`config.mk`:
```
export PLATFORM = sky130hd
export DESIGN_NAME = ppu_cpu_port_flat
export DESIGN_NICKNAME = d
export VERILOG_FILES = /design/src/rtl/ppu_pkg.sv /design/src/rtl/ppu_cpu_port_if.sv /design/src/rtl/ppu_vaddr_reg.sv /design/src/rtl/ppu_cpu_port.sv /design/src/flat_wrapper.sv
export SDC_FILE = /design/constraint.sdc
export NUM_CORES = 1
export LEC_CHECK = 0
export CORE_MARGIN = 1
export CORE_UTILIZATION = 41
export DETAILED_ROUTE_END_ITERATION = 6
export DONT_BUFFER_PORTS = 1
export PLACE_DENSITY = 0.55
export SYNTH_ARGS = -nofsm -noshare
export SYNTH_HDL_FRONTEND = slang
export SYNTH_SLANG_ARGS = --single-unit
```
`constraint.sdc`:
```
create_clock -name CLK -period 4.9 [get_ports CLK]
set_input_delay 1.47 -clock CLK [delete_from_list [all_inputs] [get_ports CLK]]
set_output_delay 1.47 -clock CLK [all_outputs]
set_load 0.01 [all_outputs]
```
`src/rtl/ppu_pkg.sv`:
```
// Shared constants and types for the PPU CPU register port.
package ppu_pkg;

    localparam int          VADDR_W    = 14;
    localparam logic [13:0] PAL_BASE   = 14'h3F00;
    // Palette reads refill the buffer from the nametable byte underneath them.
    localparam logic [13:0] MIRROR_OFS = 14'h1000;

    localparam logic [2:0] REG_CTRL   = 3'd0;
    localparam logic [2:0] REG_STATUS = 3'd2;
    localparam logic [2:0] REG_ADDR   = 3'd6;
    localparam logic [2:0] REG_DATA   = 3'd7;

    typedef enum logic [2:0] {
        ST_IDLE,
        ST_WREQ,
        ST_RREQ,
        ST_RCAP,
        ST_SREQ,
        ST_SCAP
    } port_state_e;

endpackage

```
`src/rtl/ppu_cpu_port_if.sv`:
```
// CPU register bus and VRAM request bus of the PPU port. The port is the
// slave; the CPU plus the memory/arbiter side together form the master.
interface ppu_cpu_port_if;

    logic       cpu_cs;
    logic       cpu_we;
    logic [2:0] cpu_addr;
    logic [7:0] cpu_wdata;
    logic [7:0] status_in;
    logic       cpu_ready;
    logic       cpu_rvalid;
    logic [7:0] cpu_rdata;

    logic        mem_req;
    logic        mem_gnt;
    logic [15:0] mem_addr;
    logic [7:0]  mem_wdata;
    logic        mem_we;
    logic [7:0]  mem_rdata;

    modport master (
        output cpu_cs, cpu_we, cpu_addr, cpu_wdata, status_in, mem_gnt, mem_rdata,
        input  cpu_ready, cpu_rvalid, cpu_rdata, mem_req, mem_addr, mem_wdata, mem_we
    );

    modport slave (
        input  cpu_cs, cpu_we, cpu_addr, cpu_wdata, status_in, mem_gnt, mem_rdata,
        output cpu_ready, cpu_rvalid, cpu_rdata, mem_req, mem_addr, mem_wdata, mem_we
    );

endinterface

```
`src/rtl/ppu_vaddr_reg.sv`:
```
// VRAM address register v with the PPUADDR write toggle and the
// post-access increment, wrapping modulo 2^ADDR_W.
module ppu_vaddr_reg #(
    parameter int ADDR_W = ppu_pkg::VADDR_W
) (
    input  logic              CLK,
    input  logic              RESET_N,
    input  logic              load_hi_i,
    input  logic              load_lo_i,
    input  logic              inc_i,
    input  logic              inc32_i,
    input  logic              clr_toggle_i,
    input  logic [7:0]        data_i,
    output logic [ADDR_W-1:0] v_o,
    output logic              toggle_o
);

    logic [ADDR_W-1:0] v_q, v_d;
    logic              w_q, w_d;
    logic [ADDR_W-1:0] step;

    always_comb begin
        // NOTE: every output of this block gets a default first, so no path can leave it unassigned and infer a latch.
        step = inc32_i ? ADDR_W'(32) : ADDR_W'(1);
        v_d  = v_q;
        w_d  = w_q;
        if (load_hi_i) begin
            v_d[ADDR_W-1:8] = data_i[ADDR_W-9:0];
            w_d             = 1'b1;
        end else if (load_lo_i) begin
            v_d[7:0] = data_i;
            w_d      = 1'b0;
        end else if (inc_i) begin
            v_d = v_q + step;
        end
        if (clr_toggle_i) begin
            w_d = 1'b0;
        end
    end

    always_ff @(posedge CLK or negedge RESET_N) begin
        if (!RESET_N) begin
            v_q <= '0;
            w_q <= 1'b0;
        end else begin
            // NOTE: state registers use non-blocking assignments so the order of statements never changes what is sampled.
            v_q <= v_d;
            w_q <= w_d;
        end
    end

    assign v_o      = v_q;
    assign toggle_o = w_q;

endmodule

```
`src/rtl/ppu_cpu_port.sv`:
```
// CPU register port of the PPU: decodes $2000/$2002/$2006/$2007, sequences
// VRAM accesses through the renderer arbiter and keeps the PPUDATA read buffer.
module ppu_cpu_port #(
    parameter int                ADDR_W   = ppu_pkg::VADDR_W,
    parameter logic [ADDR_W-1:0] PAL_BASE = ADDR_W'(ppu_pkg::PAL_BASE)
) (
    input logic           CLK,
    input logic           RESET_N,
    ppu_cpu_port_if.slave bus
);
    import ppu_pkg::*;

    port_state_e       state_q;
    logic              ready_q;
    logic              rvalid_q;
    logic              req_q;
    logic              inc32_q;
    logic [7:0]        rdata_q;
    logic [7:0]        wdata_q;
    logic [7:0]        rbuf_q;

    logic              accept;
    logic              load_hi, load_lo, inc_v, clr_toggle;
    logic              toggle;
    logic [ADDR_W-1:0] v;
    logic [ADDR_W-1:0] mem_vaddr;
    logic              is_pal;

    // ready_q is only ever high in IDLE, so it doubles as the idle qualifier.
    assign accept = bus.cpu_cs && ready_q;
    assign is_pal = (v >= PAL_BASE);

    always_comb begin
        load_hi    = 1'b0;
        load_lo    = 1'b0;
        clr_toggle = 1'b0;
        if (accept && bus.cpu_we && bus.cpu_addr == REG_ADDR) begin
            load_hi = !toggle;
            load_lo = toggle;
        end
        if (accept && !bus.cpu_we && bus.cpu_addr == REG_STATUS) begin
            clr_toggle = 1'b1;
        end
        inc_v = (state_q == ST_WREQ && bus.mem_gnt)
             || (state_q == ST_RCAP && !is_pal)
             || (state_q == ST_SCAP);
    end

    ppu_vaddr_reg #(.ADDR_W(ADDR_W)) u_vaddr (
        .CLK          (CLK),
        .RESET_N      (RESET_N),
        .load_hi_i    (load_hi),
        .load_lo_i    (load_lo),
        .inc_i        (inc_v),
        .inc32_i      (inc32_q),
        .clr_toggle_i (clr_toggle),
        .data_i       (bus.cpu_wdata),
        .v_o          (v),
        .toggle_o     (toggle)
    );

    always_ff @(posedge CLK or negedge RESET_N) begin
        if (!RESET_N) begin
            state_q  <= ST_IDLE;
            ready_q  <= 1'b1;
            rvalid_q <= 1'b0;
            req_q    <= 1'b0;
            inc32_q  <= 1'b0;
            rdata_q  <= '0;
            wdata_q  <= '0;
            rbuf_q   <= '0;
        end else begin
            rvalid_q <= 1'b0;
            unique case (state_q)
                ST_IDLE: begin
                    if (accept && bus.cpu_we) begin
                        case (bus.cpu_addr)
                            REG_CTRL: inc32_q <= bus.cpu_wdata[2];
                            REG_DATA: begin
                                wdata_q <= bus.cpu_wdata;
                                req_q   <= 1'b1;
                                ready_q <= 1'b0;
                                state_q <= ST_WREQ;
                            end
                            default: ;
                        endcase
                    end else if (accept) begin
                        case (bus.cpu_addr)
                            REG_STATUS: begin
                                rdata_q  <= bus.status_in;
                                rvalid_q <= 1'b1;
                            end
                            REG_DATA: begin
                                req_q   <= 1'b1;
                                ready_q <= 1'b0;
                                state_q <= ST_RREQ;
                            end
                            default: begin
                                rdata_q  <= '0;
                                rvalid_q <= 1'b1;
                            end
                        endcase
                    end
                end
                ST_WREQ: begin
                    if (bus.mem_gnt) begin
                        req_q   <= 1'b0;
                        ready_q <= 1'b1;
                        state_q <= ST_IDLE;
                    end
                end
                ST_RREQ: begin
                    if (bus.mem_gnt) begin
                        req_q   <= 1'b0;
                        state_q <= ST_RCAP;
                    end
                end
                ST_RCAP: begin
                    rvalid_q <= 1'b1;
                    if (is_pal) begin
                        // Palette data bypasses the buffer; the buffer is refilled from the mirror.
                        rdata_q <= bus.mem_rdata;
                        req_q   <= 1'b1;
                        state_q <= ST_SREQ;
                    end else begin
                        rdata_q <= rbuf_q;
                        rbuf_q  <= bus.mem_rdata;
                        ready_q <= 1'b1;
                        state_q <= ST_IDLE;
                    end
                end
                ST_SREQ: begin
                    if (bus.mem_gnt) begin
                        req_q   <= 1'b0;
                        state_q <= ST_SCAP;
                    end
                end
                ST_SCAP: begin
                    rbuf_q  <= bus.mem_rdata;
                    ready_q <= 1'b1;
                    state_q <= ST_IDLE;
                end
                default: state_q <= ST_IDLE;
            endcase
        end
    end

    always_comb begin
        mem_vaddr = v;
        if (state_q == ST_SREQ || state_q == ST_SCAP) begin
            mem_vaddr = v - ADDR_W'(MIRROR_OFS);
        end
    end

    assign bus.cpu_ready  = ready_q;
    assign bus.cpu_rvalid = rvalid_q;
    assign bus.cpu_rdata  = rdata_q;
    assign bus.mem_req    = req_q;
    assign bus.mem_addr   = 16'(mem_vaddr);
    assign bus.mem_wdata  = wdata_q;
    assign bus.mem_we     = (state_q == ST_WREQ) && bus.mem_gnt;

endmodule

```
`src/flat_wrapper.sv`:
```
// flat-port wrapper written by rule: the top's interface ports become plain ports
module ppu_cpu_port_flat import ppu_pkg::*;
#(
    parameter int                ADDR_W   = ppu_pkg::VADDR_W,
    parameter logic [ADDR_W-1:0] PAL_BASE = ADDR_W'(ppu_pkg::PAL_BASE)
)
  (CLK, RESET_N, bus_cpu_cs, bus_cpu_we, bus_cpu_addr, bus_cpu_wdata, bus_status_in, bus_mem_gnt, bus_mem_rdata, bus_cpu_ready, bus_cpu_rvalid, bus_cpu_rdata, bus_mem_req, bus_mem_addr, bus_mem_wdata, bus_mem_we);
  ppu_cpu_port_if bus_i ();
  input logic CLK;
  input logic RESET_N;
  input wire logic [$bits(bus_i.cpu_cs)-1:0] bus_cpu_cs;
  input wire logic [$bits(bus_i.cpu_we)-1:0] bus_cpu_we;
  input wire logic [$bits(bus_i.cpu_addr)-1:0] bus_cpu_addr;
  input wire logic [$bits(bus_i.cpu_wdata)-1:0] bus_cpu_wdata;
  input wire logic [$bits(bus_i.status_in)-1:0] bus_status_in;
  input wire logic [$bits(bus_i.mem_gnt)-1:0] bus_mem_gnt;
  input wire logic [$bits(bus_i.mem_rdata)-1:0] bus_mem_rdata;
  output wire logic [$bits(bus_i.cpu_ready)-1:0] bus_cpu_ready;
  output wire logic [$bits(bus_i.cpu_rvalid)-1:0] bus_cpu_rvalid;
  output wire logic [$bits(bus_i.cpu_rdata)-1:0] bus_cpu_rdata;
  output wire logic [$bits(bus_i.mem_req)-1:0] bus_mem_req;
  output wire logic [$bits(bus_i.mem_addr)-1:0] bus_mem_addr;
  output wire logic [$bits(bus_i.mem_wdata)-1:0] bus_mem_wdata;
  output wire logic [$bits(bus_i.mem_we)-1:0] bus_mem_we;
  assign bus_i.cpu_cs = bus_cpu_cs;
  assign bus_i.cpu_we = bus_cpu_we;
  assign bus_i.cpu_addr = bus_cpu_addr;
  assign bus_i.cpu_wdata = bus_cpu_wdata;
  assign bus_i.status_in = bus_status_in;
  assign bus_i.mem_gnt = bus_mem_gnt;
  assign bus_i.mem_rdata = bus_mem_rdata;
  assign bus_cpu_ready = bus_i.cpu_ready;
  assign bus_cpu_rvalid = bus_i.cpu_rvalid;
  assign bus_cpu_rdata = bus_i.cpu_rdata;
  assign bus_mem_req = bus_i.mem_req;
  assign bus_mem_addr = bus_i.mem_addr;
  assign bus_mem_wdata = bus_i.mem_wdata;
  assign bus_mem_we = bus_i.mem_we;
  ppu_cpu_port #(.ADDR_W(ADDR_W), .PAL_BASE(PAL_BASE)) u_core (.CLK(CLK), .RESET_N(RESET_N), .bus(bus_i));
endmodule
```
# Word level (Yosys, flattened, before mapping)
# Cells that the tools add are included.
[totals]
elab_cells = 112
output_inout_bits = 36
register_bits = 46
in_bits = 32
[classes]
reduce_logical = 32
bitwise_logic = 1
add_sub_neg = 2
n_eq_ne = 21
order_cmp = 1
muxes = 44
[op_table]
columns = ["op", "n"]
rows = [
  ["$pmux W8 S2", 3],
  ["$mux W8", 5],
  ["$mux W14", 2],
  ["$mux W3", 8],
  ["$mux W1", 19],
  ["$mux W6", 3],
  ["$pmux W3 S5", 1],
  ["$add A14 B14 Y14", 1],
  ["$ge A14 B14 Y1 const B", 1],
  ["$sub A14 B13 Y14 const B", 1],
  ["$eq A3 B3 Y1 const B", 4],
  ["$ne A2 B2 Y1 const B", 6],
  ["$reduce_and A4 Y1", 3],
  ["$eq A3 B2 Y1 const B", 3],
  ["$ne A2 B1 Y1 const B", 4],
  ["$reduce_bool A2 Y1", 4],
  ["$logic_and A1 B1 Y1", 7],
  ["$logic_not A3 Y1", 2],
  ["$ne A3 B3 Y1 const B", 2],
  ["$reduce_and A2 Y1", 3],
  ["$reduce_and A3 Y1", 2],
  ["$reduce_and A6 Y1", 1],
  ["$reduce_bool A3 Y1", 2],
  ["$pmux W1 S4", 1],
  ["9 further kinds", 13],
]

# Longest topological paths before layout
[logic_depth]
word_depth = 8
mapped_depth = 7
mapped_depth_nobuf = 7

# Hierarchy
# A second synthesis with hierarchy kept.
[hier_totals]
hier_cells = 265
area_unflattened_um2 = 2598.7
[modules_own_cells]
columns = ["module", "cells_each", "seq_area_each_um2", "area_each_um2", "n_inst"]
rows = [
  ["ppu_cpu_port", 165, 777.0, 1704.1, 1],
  ["ppu_vaddr_reg", 100, 375.4, 894.6, 1],
]

# Worst setup path after synthesis
# No wires, ideal clock.
[synth_path]
path_kind = "input -> output"
startpoint = "input bus_mem_gnt"
endpoint = "output bus_mem_we"
setup_slack_ns = 1.626
n_path_buf = 0
required_time_ns = 3.430
arrival_time_ns = 1.804
path_stages = 2
cell_sequence = "inv_1 -> nor3_1"
[synth_via]
elab_chain_len = 1
[synth_lines]
columns = ["item", "line", "rtl"]
rows = [
  ["start, declared", "flat_wrapper.sv:16", "input wire logic [$bits(bus_i.mem_gnt)-1:0] bus_mem_gnt;"],
  ["$logic_and A1 B1 Y1", "ppu_cpu_port.sv:161", "assign bus.mem_we = (state_q == ST_WREQ) && bus.mem_gnt;"],
  ["end, declared", "flat_wrapper.sv:24", "output wire logic [$bits(bus_i.mem_we)-1:0] bus_mem_we;"],
]
# Every way passes these cells.

# Worst setup path after layout
# Ends and elaborated chain as after synthesis.

==> impl_metrics.yaml <==
detailed_routing:
  wirelength_mm: 6.221
  viasPerCell: 6.006
  ant_nets: 0
  drc: 0
  first_pass_iters: 4
  drt_iter0_markers: 71
  vias: 1988
  drt-wirelength-per-cell_um: 18.79
worst_setup_path:
  cp-start-kind: "input port"
  crit_path_max_fanout: 6
  critPathMaxStageDelay_ps: 330
  crit_chain: "inv_1 > nor3_1"
  worstReg2RegStart: "u_core.bus.cpu_ready$_DFFE_PN1P_"
  crit_required_ps: 3430
  path_class: "input port to output port"
  cp_num_buf_inv: 1
  arrival_ps: 1830
  rrSetupSlack_ps: 2410
  end_kind: "output port"
  cp_top_family: "simple AND/OR/NAND/NOR gates"
  crit_slowest_cell: "nor3_1"
  rr_endpoint: "u_core.u_vaddr.v_o[2]$_DFFE_PN0P_"
  rr_worst_depth: 5
cts:
  clockBufferDepth: 2
  h-tree-depth: 2
  numCtsBuffers: 5
  cts_sinks: 46
  clk_pin_slew_ps: 90
  cts_resized: 0
  clock_latency_ps: 300
  cts_setup_buffers: 0
  cts_tree: "done"
  ctsHoldBuffers: 0
  cts_root_buf: "clkbuf_8"
final_layout:
  drive_gt1_share_pct: 14.45
  finish.net_count: 291
  diodes: 0
  syn2layout_area_growth_pct: 2.425
floorplan:
  die_area_sq_um: 6742
  die_width_um: 82.11
  rows: 28
  core-area_sq_um: 6061
  start_util_pct: 43.41
  num_io_pins: 68
  die_y_um: 82.11
power:
  seq_power_share_pct: 50.7
  swShare_pct: 39.37
  intPower_mw: 0.9344
  combPwrFrac_pct: 30.7
  p_switching_mw: 0.6067
  leakagePower_nw: 1.150
  irDropWorstVdd_mv: 0.2430
  pwr-share-clk_pct: 18.6
  power-per-cell-area_nw_per_um2: 571.8
global_route:
  grt_overflow: 0
  grt_max_degree: 47
  grt_pass1_wl_mm: 10.01
  grt_pass1_vias: 1933
  antenna_found_initial: 0
  grt_usage_pct: 20.32
placement:
  port_buffers: 0
  hpwlAfterDp_mm: 4.422
  dp_worst_setup_slack_ps: 1586
  place_congestion: 0.7774
timing:
  setup_viol: 0
  slew_headroom_pct: 56.62
  fin_crit_sh_pct: 67.38
  worst_slew_pin_slew_ps: 647.9
  setup_tns_ps: 0
  finalWorstSetupSlack_ps: 1598
  max_freq_mhz: 302.9
  rsz0062_at_grt: "false"
  period_minus_slack_ps: 3302
  clock_skew_ps: 5.485
  drv_slew: 0
  holdWs_ps: 515.8
  hold_violations: 0
hold_path:
  hp-start: "u_core.rbuf_q[0]$_DFFE_PN0P_"
  min_path_type: "flop to flop"
  whs_path_depth: 1
  min_to: "u_core.rbuf_q[0]$_DFFE_PN0P_"
synthesis:
  postSynth.asyncResetShare_pct: 100.0
  avgSynthCellArea_sq_um: 9.709
  ys.flop_type: "dfrtp_1"
  ys_seq_area_share_pct: 43.79
  yosysUniqueCellTypes: 45
  synth_cells: 271
  synth-seq-cells: 46
  synth_warnings: 0
  syn-cell-area_sq_um: 2631
  synth_edf_count: 0
run_status:
  status: "finished, final reports clean"
flow_run:
  maxCapViolCount: 0
[layer usage]
metal  GRT usage [%]  wire (um)
met1           28.62       2858
met2           30.00       2860
met3           4.945        400
met4           7.544        102
met5               0          0
[cells in the final DEF, fill, tap and decap left out, drive strengths merged, types with 7 or more instances in the layout]
| master | synthesis | final |
|---|---|---|
| dfrtp | 45 | 45 |
| nand3 | 7 | 7 |
| inv | 7 | 7 |
| a21oi | 15 | 15 |
| mux2i | 8 | 8 |
| nor2 | 15 | 15 |
| nor3 | 10 | 10 |
| mux2 | 25 | 25 |
| o21ai | 16 | 16 |
| nand2 | 25 | 25 |
[kinds of logic after synthesis]
| logic type | after synthesis | synth area share, % |
|---|---|---|
| simple gates | 84 | 15.98 |
| buf+inv | 31 | 6.420 |
| flops | 46 | 43.79 |
| fa+ha+maj | 4 | 1.902 |
| xor+xnor | 4 | 1.332 |
| mux | 33 | 13.74 |
| other cells | 1 | 0.1425 |
| compound gates | 68 | 16.69 |
[cell usage after synthesis, types with 3 or more instances]
cell type | instances | share of area, %
and4_1 | 3 | 1.0
a21oi_1 | 15 | 2.9
nor3_1 | 10 | 1.9
mux2_2 | 25 | 11
and3_1 | 4 | 0.95
dfrtp_1 | 45 | 43
a31oi_1 | 6 | 1.4
buf_4 | 14 | 4.0
or3_1 | 3 | 0.71
o211ai_1 | 3 | 0.86
inv_1 | 7 | 1.0
ha_1 | 4 | 1.9
nand2b_1 | 3 | 0.71
nor2b_1 | 6 | 1.4
nor2_1 | 14 | 2.0
o22ai_1 | 5 | 1.2
nand2_1 | 25 | 3.6
a311oi_1 | 4 | 1.3
clkbuf_1 | 10 | 1.4
mux2i_1 | 8 | 3.0
a211oi_1 | 5 | 1.4
o21ai_0 | 16 | 3.0
nand3_1 | 7 | 1.3
[sequential cells by signal (all words and copies together) (netlist names), 3 cells and up]
| name | count |
|---|---|
| u_core.rbuf_q | 8 |
| u_core.state_q | 3 |
| u_core.u_vaddr.v_o | 14 |
| u_core.bus.mem_wdata | 8 |
| u_core.bus.cpu_rdata | 8 |
[area by class of cell]
cell class	instances	area [sq um]
fill	602	3366
multi-input combinational	195	1314
sequential	46	1152
tap	75	93.84
clock buffer	5	68.82
clock inverter	3	40.04
inverter	7	26.28
[through the flow]
stage                     instance area (sq um)  instances  power, mW  util [%]
after floorplan                            2635        272      1.213         -
after global placement                     2586        323      1.253     42.67
after detailed placement                   2586        323      1.266     42.67
after CTS                                  2695        331      1.556     44.47
after global routing                       2695        331      1.663     44.47
final                                      2695        331      1.541     44.47
[worst max-delay path by stage]
stage | start | cells past startpoint | end | slack (ps)
floorplan | bus_mem_gnt | 2 | bus_mem_we | 1630
global placement | bus_mem_gnt | 2 | bus_mem_we | 1600
detailed placement | bus_mem_gnt | 2 | bus_mem_we | 1590
CTS | bus_mem_gnt | 2 | bus_mem_we | 1590
global route | bus_mem_gnt | 2 | bus_mem_we | 1560
finish | bus_mem_gnt | 2 | bus_mem_we | 1600
[power groups by stage]
stage | Combinational (mW) | Clock [mW] | Sequential (mW)
global route | 0.541 | 0.307 | 0.814
floorplan | 0.531 | 0 | 0.682
detailed placement | 0.472 | 0 | 0.794
finish | 0.473 | 0.287 | 0.782
CTS | 0.477 | 0.293 | 0.786
global placement | 0.465 | 0 | 0.789
No activity file was read; power rests on OpenSTA's default activity.
